[config.mk]
export PLATFORM = sky130hd
export DESIGN_NAME = mc_control_fsm_flat
export DESIGN_NICKNAME = d
export VERILOG_FILES = /design/src/rtl/mc_ctrl_pkg.sv /design/src/rtl/mc_control_fsm_if.sv /design/src/rtl/mc_control_fsm_alu_dec.sv /design/src/rtl/mc_control_fsm.sv /design/src/flat_wrapper.sv
export SDC_FILE = /design/constraint.sdc
export NUM_CORES = 1
export LEC_CHECK = 0
export ABC_CLOCK_PERIOD_IN_PS = 1500
export CORE_UTILIZATION = 34
export CTS_BUF_LIST = sky130_fd_sc_hd__clkbuf_4 sky130_fd_sc_hd__clkbuf_8
export DETAILED_ROUTE_END_ITERATION = 10
export GPL_ROUTABILITY_DRIVEN = 0
export PLACE_DENSITY_LB_ADDON = 0.05
export SYNTH_ARGS = -nofsm -noshare
export SYNTH_HDL_FRONTEND = slang
export SYNTH_SLANG_ARGS = --single-unit
[constraint.sdc]
create_clock -name clk -period 1.5 [get_ports clk]
set_input_delay 0.3 -clock clk [delete_from_list [all_inputs] [get_ports clk]]
set_output_delay 0.3 -clock clk [all_outputs]
set_load 0.03 [all_outputs]
[src/rtl/mc_ctrl_pkg.sv]
// ============================================================================
// Module  : mc_ctrl_pkg
// Brief   : Shared encodings for the multicycle main controller: states,
//           op/cmd codes, ALU control codes and datapath mux selects.
// Revision: 1.0 - initial release
// ============================================================================
`default_nettype none

package mc_ctrl_pkg;

    typedef enum logic [3:0] {
        S_FETCH  = 4'd0,
        S_DECODE = 4'd1,
        S_MEMADR = 4'd2,
        S_MEMRD  = 4'd3,
        S_MEMWB  = 4'd4,
        S_MEMWR  = 4'd5,
        S_EXECR  = 4'd6,
        S_EXECI  = 4'd7,
        S_ALUWB  = 4'd8,
        S_BRANCH = 4'd9
    } state_t;

    localparam logic [1:0] OP_DP  = 2'b00;
    localparam logic [1:0] OP_MEM = 2'b01;
    localparam logic [1:0] OP_BR  = 2'b10;
    localparam logic [1:0] OP_ILL = 2'b11;

    localparam logic [3:0] CMD_AND = 4'b0000;
    localparam logic [3:0] CMD_SUB = 4'b0010;
    localparam logic [3:0] CMD_ADD = 4'b0100;
    localparam logic [3:0] CMD_CMP = 4'b1010;
    localparam logic [3:0] CMD_ORR = 4'b1100;

    localparam logic [1:0] ALU_ADD = 2'b00;
    localparam logic [1:0] ALU_SUB = 2'b01;
    localparam logic [1:0] ALU_AND = 2'b10;
    localparam logic [1:0] ALU_ORR = 2'b11;

    localparam logic       ADR_PC    = 1'b0;
    localparam logic       ADR_ALU   = 1'b1;
    localparam logic       SRCA_RD1  = 1'b0;
    localparam logic       SRCA_PC   = 1'b1;
    localparam logic [1:0] SRCB_RD2  = 2'b00;
    localparam logic [1:0] SRCB_IMM  = 2'b01;
    localparam logic [1:0] SRCB_FOUR = 2'b10;
    localparam logic [1:0] RES_ALUOUT = 2'b00;
    localparam logic [1:0] RES_READ   = 2'b01;
    localparam logic [1:0] RES_ALU    = 2'b10;

    function automatic logic is_pc(input logic [3:0] r);
        return (r == 4'd15);
    endfunction

endpackage

`default_nettype wire

[src/rtl/mc_control_fsm_if.sv]
// ============================================================================
// Module  : mc_control_fsm_if
// Brief   : Instruction-field inputs and datapath control outputs of the
//           main controller. mem_ready exists only with MC_CTRL_MEMWAIT_EN.
// Revision: 1.0 - initial release
// ============================================================================
`default_nettype none

interface mc_control_fsm_if;
    logic [1:0] op;
    logic [5:0] funct;
    logic [3:0] rd;
`ifdef MC_CTRL_MEMWAIT_EN
    logic       mem_ready;
`endif
    logic       ir_write;
    logic       next_pc;
    logic       pcs;
    logic       reg_w;
    logic       mem_w;
    logic [1:0] flag_w;
    logic       no_write;
    logic       adr_src;
    logic       alu_src_a;
    logic [1:0] alu_src_b;
    logic [1:0] result_src;
    logic [1:0] alu_control;
    logic       illegal;

`ifdef MC_CTRL_MEMWAIT_EN
    modport master (
        input  op, funct, rd, mem_ready,
        output ir_write, next_pc, pcs, reg_w, mem_w, flag_w, no_write,
               adr_src, alu_src_a, alu_src_b, result_src, alu_control, illegal
    );
    modport slave (
        output op, funct, rd, mem_ready,
        input  ir_write, next_pc, pcs, reg_w, mem_w, flag_w, no_write,
               adr_src, alu_src_a, alu_src_b, result_src, alu_control, illegal
    );
`else
    modport master (
        input  op, funct, rd,
        output ir_write, next_pc, pcs, reg_w, mem_w, flag_w, no_write,
               adr_src, alu_src_a, alu_src_b, result_src, alu_control, illegal
    );
    modport slave (
        output op, funct, rd,
        input  ir_write, next_pc, pcs, reg_w, mem_w, flag_w, no_write,
               adr_src, alu_src_a, alu_src_b, result_src, alu_control, illegal
    );
`endif

endinterface

`default_nettype wire

[src/rtl/mc_control_fsm_alu_dec.sv]
// ============================================================================
// Module  : alu_dec
// Brief   : Combinational data-processing command decoder: ALU control,
//           flag-write request, CMP register-write suppression, illegal cmd.
// Revision: 1.0 - initial release
// ============================================================================
`default_nettype none

module alu_dec
    import mc_ctrl_pkg::*;
(
    input  wire logic [4:0] funct,       // funct[4:0]; the I bit is not needed here
    input  wire logic       alu_op,
    output logic      [1:0] alu_control,
    output logic      [1:0] flag_w,
    output logic            no_write,
    output logic            cmd_illegal
);

    logic [3:0] cmd;
    logic       s_eff;
    logic       arith;

    assign cmd = funct[4:1];

    always_comb begin
        alu_control = ALU_ADD;
        flag_w      = 2'b00;
        no_write    = 1'b0;
        cmd_illegal = 1'b0;
        s_eff       = funct[0];
        arith       = 1'b0;
        if (alu_op) begin
            case (cmd)
                CMD_ADD: begin
                    alu_control = ALU_ADD;
                    arith       = 1'b1;
                end
                CMD_SUB: begin
                    alu_control = ALU_SUB;
                    arith       = 1'b1;
                end
                CMD_AND: alu_control = ALU_AND;
                CMD_ORR: alu_control = ALU_ORR;
                CMD_CMP: begin
                    alu_control = ALU_SUB;
                    arith       = 1'b1;
                    no_write    = 1'b1;
                    s_eff       = 1'b1;
                end
                default: cmd_illegal = 1'b1;
            endcase
            // Unsupported commands run as ADD but must never touch the flags
            if (!cmd_illegal) begin
                flag_w = {s_eff, s_eff & arith};
            end
        end
    end

endmodule

`default_nettype wire

[src/rtl/mc_control_fsm.sv]
// ============================================================================
// Module  : mc_control_fsm
// Brief   : Multicycle main controller (FETCH/DECODE/EXECUTE/WRITEBACK).
//           MC_CTRL_MEMWAIT_EN adds mem_ready stalls in FETCH/MEMRD/MEMWR.
// Revision: 1.0 - initial release
// ============================================================================
`default_nettype none

module mc_control_fsm
    import mc_ctrl_pkg::*;
(
    input  wire logic       clk,
    input  wire logic       reset,
    mc_control_fsm_if.master bus
);

    state_t     state;
    state_t     next_state;

    logic       mem_rdy;
    logic       dec_op;
    logic [1:0] dec_alu_control;
    logic [1:0] dec_flag_w;
    logic       dec_no_write;
    logic       dec_illegal;

    logic       ir_write_s;
    logic       next_pc_s;
    logic       pcs_s;
    logic       reg_w_s;
    logic       mem_w_s;
    logic [1:0] flag_w_s;
    logic       no_write_s;
    logic       adr_src_s;
    logic       alu_src_a_s;
    logic [1:0] alu_src_b_s;
    logic [1:0] result_src_s;
    logic [1:0] alu_control_s;
    logic       illegal_s;

`ifdef MC_CTRL_MEMWAIT_EN
    assign mem_rdy = bus.mem_ready;
`else
    assign mem_rdy = 1'b1;
`endif

    // The decoder is live from DECODE through ALUWB so no_write and the
    // illegal-cmd flag stay valid for the whole data-processing sequence.
    assign dec_op = (bus.op == OP_DP) &&
                    ((state == S_DECODE) || (state == S_EXECR) ||
                     (state == S_EXECI)  || (state == S_ALUWB));

    alu_dec u_alu_dec (
        .funct       (bus.funct[4:0]),
        .alu_op      (dec_op),
        .alu_control (dec_alu_control),
        .flag_w      (dec_flag_w),
        .no_write    (dec_no_write),
        .cmd_illegal (dec_illegal)
    );

    always_ff @(posedge clk or posedge reset) begin
        if (reset) begin
            state <= S_FETCH;
        end else begin
            state <= next_state;
        end
    end

    always_comb begin
        next_state    = state;
        ir_write_s    = 1'b0;
        next_pc_s     = 1'b0;
        pcs_s         = 1'b0;
        reg_w_s       = 1'b0;
        mem_w_s       = 1'b0;
        flag_w_s      = 2'b00;
        no_write_s    = 1'b0;
        illegal_s     = 1'b0;
        adr_src_s     = ADR_PC;
        alu_src_a_s   = SRCA_PC;
        alu_src_b_s   = SRCB_FOUR;
        result_src_s  = RES_ALU;
        alu_control_s = ALU_ADD;

        case (state)
            S_FETCH: begin
                ir_write_s = mem_rdy;
                next_pc_s  = mem_rdy;
                if (mem_rdy) begin
                    next_state = S_DECODE;
                end
            end
            S_DECODE: begin
                no_write_s = dec_no_write;
                illegal_s  = (bus.op == OP_ILL) || dec_illegal;
                case (bus.op)
                    OP_DP:   next_state = bus.funct[5] ? S_EXECI : S_EXECR;
                    OP_MEM:  next_state = S_MEMADR;
                    OP_BR:   next_state = S_BRANCH;
                    default: next_state = S_FETCH;
                endcase
            end
            S_EXECR, S_EXECI: begin
                alu_src_a_s   = SRCA_RD1;
                alu_src_b_s   = (state == S_EXECI) ? SRCB_IMM : SRCB_RD2;
                alu_control_s = dec_alu_control;
                flag_w_s      = dec_flag_w;
                no_write_s    = dec_no_write;
                next_state    = S_ALUWB;
            end
            S_ALUWB: begin
                result_src_s = RES_ALUOUT;
                reg_w_s      = !dec_illegal;
                pcs_s        = is_pc(bus.rd);
                no_write_s   = dec_no_write;
                next_state   = S_FETCH;
            end
            S_MEMADR: begin
                alu_src_a_s = SRCA_RD1;
                alu_src_b_s = SRCB_IMM;
                next_state  = bus.funct[0] ? S_MEMRD : S_MEMWR;
            end
            S_MEMRD: begin
                adr_src_s    = ADR_ALU;
                result_src_s = RES_ALUOUT;
                if (mem_rdy) begin
                    next_state = S_MEMWB;
                end
            end
            S_MEMWB: begin
                result_src_s = RES_READ;
                reg_w_s      = 1'b1;
                pcs_s        = is_pc(bus.rd);
                next_state   = S_FETCH;
            end
            S_MEMWR: begin
                adr_src_s = ADR_ALU;
                mem_w_s   = 1'b1;
                if (mem_rdy) begin
                    next_state = S_FETCH;
                end
            end
            S_BRANCH: begin
                alu_src_a_s = SRCA_RD1;
                alu_src_b_s = SRCB_IMM;
                pcs_s       = 1'b1;
                next_state  = S_FETCH;
            end
            default: next_state = S_FETCH;
        endcase
    end

    // Reset forces the state to FETCH asynchronously; the write enables are
    // also masked directly so FETCH's ir_write/next_pc cannot fire in reset.
    assign bus.ir_write    = ir_write_s & ~reset;
    assign bus.next_pc     = next_pc_s  & ~reset;
    assign bus.pcs         = pcs_s      & ~reset;
    assign bus.reg_w       = reg_w_s    & ~reset;
    assign bus.mem_w       = mem_w_s    & ~reset;
    assign bus.flag_w      = flag_w_s   & {2{~reset}};
    assign bus.no_write    = no_write_s;
    assign bus.illegal     = illegal_s;
    assign bus.adr_src     = adr_src_s;
    assign bus.alu_src_a   = alu_src_a_s;
    assign bus.alu_src_b   = alu_src_b_s;
    assign bus.result_src  = result_src_s;
    assign bus.alu_control = alu_control_s;

endmodule

`default_nettype wire

[src/flat_wrapper.sv]
// flat-port wrapper written by rule: the top's interface ports become plain ports
module mc_control_fsm_flat import mc_ctrl_pkg::*;
  (clk, reset, bus_op, bus_funct, bus_rd, bus_ir_write, bus_next_pc, bus_pcs, bus_reg_w, bus_mem_w, bus_flag_w, bus_no_write, bus_adr_src, bus_alu_src_a, bus_alu_src_b, bus_result_src, bus_alu_control, bus_illegal);
  mc_control_fsm_if bus_i ();
  input  wire logic clk;
  input  wire logic reset;
  input wire logic [$bits(bus_i.op)-1:0] bus_op;
  input wire logic [$bits(bus_i.funct)-1:0] bus_funct;
  input wire logic [$bits(bus_i.rd)-1:0] bus_rd;
  output wire logic [$bits(bus_i.ir_write)-1:0] bus_ir_write;
  output wire logic [$bits(bus_i.next_pc)-1:0] bus_next_pc;
  output wire logic [$bits(bus_i.pcs)-1:0] bus_pcs;
  output wire logic [$bits(bus_i.reg_w)-1:0] bus_reg_w;
  output wire logic [$bits(bus_i.mem_w)-1:0] bus_mem_w;
  output wire logic [$bits(bus_i.flag_w)-1:0] bus_flag_w;
  output wire logic [$bits(bus_i.no_write)-1:0] bus_no_write;
  output wire logic [$bits(bus_i.adr_src)-1:0] bus_adr_src;
  output wire logic [$bits(bus_i.alu_src_a)-1:0] bus_alu_src_a;
  output wire logic [$bits(bus_i.alu_src_b)-1:0] bus_alu_src_b;
  output wire logic [$bits(bus_i.result_src)-1:0] bus_result_src;
  output wire logic [$bits(bus_i.alu_control)-1:0] bus_alu_control;
  output wire logic [$bits(bus_i.illegal)-1:0] bus_illegal;
  assign bus_i.op = bus_op;
  assign bus_i.funct = bus_funct;
  assign bus_i.rd = bus_rd;
  assign bus_ir_write = bus_i.ir_write;
  assign bus_next_pc = bus_i.next_pc;
  assign bus_pcs = bus_i.pcs;
  assign bus_reg_w = bus_i.reg_w;
  assign bus_mem_w = bus_i.mem_w;
  assign bus_flag_w = bus_i.flag_w;
  assign bus_no_write = bus_i.no_write;
  assign bus_adr_src = bus_i.adr_src;
  assign bus_alu_src_a = bus_i.alu_src_a;
  assign bus_alu_src_b = bus_i.alu_src_b;
  assign bus_result_src = bus_i.result_src;
  assign bus_alu_control = bus_i.alu_control;
  assign bus_illegal = bus_i.illegal;
  mc_control_fsm u_core (.clk(clk), .reset(reset), .bus(bus_i));
endmodule
==> flow_summary_export.csv, run 1 <==
group,metric,value,unit
die,rows,13,
status,haltStage,"clock tree synthesis (4_1_cts)",
synth,ys_ff_latch,4,
synth,ys_warn_count,0,
clock_tree,cts_hold_buf,0,
synth,syn_area_per_cell,7.18,sq um
die,fp.dieH,41.3,microns
synth,synthesis.nets,87,
clock_tree,cts.root.buffer_cell,"clkbuf_4",
placed_design,hpwl,1.62,mm
synth,netlist_instances,73,
clock_tree,cts_sinks,4,
die,io_pins,31,
clock_tree,cts_max_level,1,
status,status,"aborted with a tool error",
clock_tree,ctsResizeCount,55,
synth,synth-async-reset-ratio,1.00,
synth,synth-edff-count,0,
placed_design,io_buffers,30,
die,dieWidth,41.3,microns
synth,syn_area,524,sq um
clock_tree,numCtsBuffers,3,
clock_tree,clockBufferDepth,2,
synth,synth_flop_cell,"dfrtp_1",
synth,seq_area_frac_synth,0.191,
die,start_util,0.384,
placed_design,dpl-instance-area,1140,sq um
synth,netlist-cell-type-count,32,
clock_tree,post-cts-setup-buffers,9,
status,firstError,"[ERROR DPL-0038] Utilization greater than 100%, impossible to legalize",
-- Yosys cell counts, drive strengths merged (2+ instances only) --
master	n	area share
inv	3	0.021
o21ai	3	0.029
buf	4	0.036
nand2b	6	0.072
xor2	3	0.050
nor3	9	0.086
nand2	2	0.014
dfrtp	4	0.19
clkbuf	2	0.014
xnor2	2	0.033
nand3b	2	0.029
nor2b	2	0.024
nor4b	2	0.033
nor2	7	0.050
a22oi	2	0.029
a21oi	5	0.048
-- cell families after synthesis --
kind of cell / share of synthesized area
AOI/OAI and AO/OA: 0.274
buffers and inverters: 0.0716
and+or+nand+nor: 0.380
DFF: 0.191
xor gates and xnor gates: 0.0835
-- per-stage QoR --
step | utilization | std cells | setup slack [ps]
3_3_place_gp | 0.834 | 139 | -746
3_5_place_dp | 0.834 | 139 | -814
2_1_floorplan | - | 73 | -333
==> run 2: changes to the inputs <==
Settings changed: ABC_CLOCK_PERIOD_IN_PS 1500 to 2000, CORE_AREA from default to 2 2 63 65, CORE_UTILIZATION 34 to default, CTS_BUF_LIST sky130_fd_sc_hd__clkbuf_4 sky130_fd_sc_hd__clkbuf_8 to default, DIE_AREA from default to 0 0 65 67, PLACE_DENSITY_LB_ADDON 0.05 to 0.15.
Clock period 1.5 ns to 2 ns, I/O delays scaled along.
==> run 2 against run 1 <==
  * The flow now finishes, with violations (negative setup slack)
  * Synthesized cell count is the same
  * Synthesized area is the same
==> flow_summary_export.csv, run 2 <==
group,metric,value,unit
synth,synth.top_cells.by_count,"nor3_1, nor2_1, nand2b_1",
synth,synth_flop_cell,"dfrtp_1",
sta,fin_ws,-104,ps
die,dieWidth,65,microns
placed_design,io_buffers,30,
synth,synthesis.nets,87,
clock_tree,clock_latency,220,ps
grt,grt_pass1_wl,3.18,mm
cells_and_area,fillers,396,
placed_design,dpl-instance-area,955,sq um
synth,ys_warn_count,0,
clock_tree,cts_tree,"yes",
flow_run,drv_cap,0,
synth,syn_area_per_cell,7.18,sq um
detailed_routing,drt-initial-drc-count,15,
setup_path,critPathTopFamily,"compound AO/OA/AOI/OAI gates",
cells_and_area,multi_input_area,457,sq um
cells_and_area,largestRegisters,"u_core.state: 4 flops",
sta,setup_tns,-104,ps
cells_and_area,regMostFlops,"u_core.state",
die,fp.dieH,67,microns
cells_and_area,layout.nets,131,
placed_design,hpwl,1.61,mm
clock_tree,cts_sinks,4,
setup_path,critical_path_buf_inv_count,2,
detailed_routing,wl_per_cell,12.3,microns
power_and_ir_drop,peakVddDrop,0.000271,V
detailed_routing,drc_errors,0,
status,violations,"negative setup slack",
setup_path,worstPathMaxFanout,2,
synth,syn_area,524,sq um
cells_and_area,seq_area,101,sq um
setup_path,max_stage_delay,390,ps
clock_tree,cts.root.buffer_cell,"clkbuf_8",
sta,worst-slew-pin-transition,275,ps
sta,report.final.slew_viol_count,0,
sta,clock.fmax,475,MHz
setup_path,rrSetupSlack,840,ps
sta,final-hold-violation-count,0,
clock_tree,numCtsBuffers,3,
detailed_routing,vias,705,
grt,grt-ovfl-total,0,
synth,synth_top_area_share,0.191,
worst_hold_path,hold_class,"in2async",
die,io_pins,31,
sta,fin_skew,2.94,ps
grt,grt_pass1_vias,687,
synth,synth_area_leaders,"dfrtp_1, nor3_1, nand2b_1",
cells_and_area,layout_commonest_cell,"buf_4",
setup_path,r2r_end,"u_core.state[0]$_DFF_PP0_",
setup_path,reg2regPathDepth,4,
synth,seq_area_frac_synth,0.191,
synth,synth-edff-count,0,
clock_tree,cts_max_level,1,
sta,rsz0062_at_grt,"true",
synth,synth_top_area_cell,"dfrtp_1",
die,die-area,4360,sq um
die,coreArea,3610,sq um
synth,netlist-cell-type-count,32,
setup_path,crit_type,"in2out",
sta,finalCritPeriodShare,1.05,
synth,synth.most_common_cell,"nor3_1",
synth,netlist_instances,73,
detailed_routing,vias_per_cell,4.33,
setup_path,crit_arrival,1700,ps
setup_path,timing.rr.start,"u_core.state[1]$_DFF_PP0_",
die,rows,22,
clock_tree,clockBufferDepth,2,
clock_tree,clk_pin_slew_worst_paths,30,ps
setup_path,cp_cell_sequence,"buf_6 > or3b_4 > a211o_1 > a2111oi_4 > buf_4",
sta,setup_viol_count_final,1,
cells_and_area,drive_above_1_share,0.452,
setup_path,worst_ep_required_time,1600,ps
cells_and_area,post-route-cell-area,1050,sq um
power_and_ir_drop,p_leak,0.433,nW
power_and_ir_drop,p_per_area,1290,nW/um^2
sta,slew_headroom,0.815,
setup_path,cp-end-kind,"primary output",
detailed_routing,ant_nets,0,
sta,fin_crit,2100,ps
setup_path,startpoint_type,"input pin",
cells_and_area,diodes,0,
status,status,"complete, but fails checks",
grt,grt_antenna_before_repair,0,
cells_and_area,syn_to_final_growth,100,%
grt,grt_max_degree,14,
synth,ys_ff_latch,4,
synth,synth-async-reset-ratio,1.00,
detailed_routing,dr.pass1.iters,4,
cells_and_area,largest_reg_flops,4,
detailed_routing,routed_wl,2.00,mm
grt,grt.total_usage,0.0956,
setup_path,cpMaxStageDelayCell,"or3b_4",
die,start_util,0.145,
run 2: cell counts after synthesis:
No cell type changed its count.
run 2: where the power goes:
group          internal [W]  switching [W]
Combinational      0.000418       0.000598
Sequential         0.000121      0.0000533
Clock              0.000128      0.0000398
Total              0.000667       0.000691
run 2: routing by layer:
metal | global-route usage | wire length, microns | up-vias | share of wire
met5 | 0 | 0 | - | 0
met1 | 0.103 | 880 | 328 | 0.44
met4 | 0.0559 | 44 | 0 | 0.022
li1 | - | - | 352 | -
met2 | 0.177 | 977 | 21 | 0.49
met3 | 0.0135 | 101 | 4 | 0.050
run 2: how the worst max path moves through the flow:
stage                 start     endpoint  slack (ps)  cells after the start
2_1_floorplan  bus_funct[2]  bus_illegal         -30                      3
3_3_place_gp   bus_funct[4]  bus_illegal        -510                      5
3_5_place_dp   bus_funct[4]  bus_illegal        -500                      5
4_1_cts        bus_funct[3]  bus_illegal        -140                      5
5_1_grt        bus_funct[2]  bus_illegal        -140                      5
6_report       bus_funct[2]  bus_illegal        -100                      5
run 2: worst reg2reg max path, cell delays in order, from the launching register on:
cell	delay (ps)
dfrtp_1	420
buf_4	210
nor2_1	130
o21ai_0	90
a21boi_0	220
run 2: stage by stage:
step	instances	total power [W]	hold WS, ps	setup WS (ps)	utilization
finish	163	0.00136	364	-104	0.291
global route	163	0.00146	389	-142	0.291
CTS	162	0.00135	361	-140	0.279
detailed placement	158	0.00117	664	-497	0.265
global placement	158	0.00116	658	-506	0.265
floorplan	73	0.000825	174	-33.4	-
run 2: timing repair:
item | in CTS | in global routing
setup buffers | 1 | 1
setup endpoints to repair | 9 | 7
hold buffers | 0 | 0
pin swaps | 6 | 5
resized for setup | 20 | 10
run 2: layout make-up:
cell class | count | share of cell area
sequential | 4 | 0.0965
tap | 48 | 0.0572
clock buffer | 3 | 0.0393
inverter | 3 | 0.0107
timing repair buffer | 45 | 0.361
multi-input combinational | 60 | 0.435
run 2: logic make-up after synthesis:
logic type,count (synthesis),share of synthesized area
DFF,4,0.191
buffers and inverters,9,0.0716
and+or+nand+nor,35,0.380
xor gates and xnor gates,5,0.0835
AOI/OAI and AO/OA,20,0.274
(Power assumes the default switching activity.)
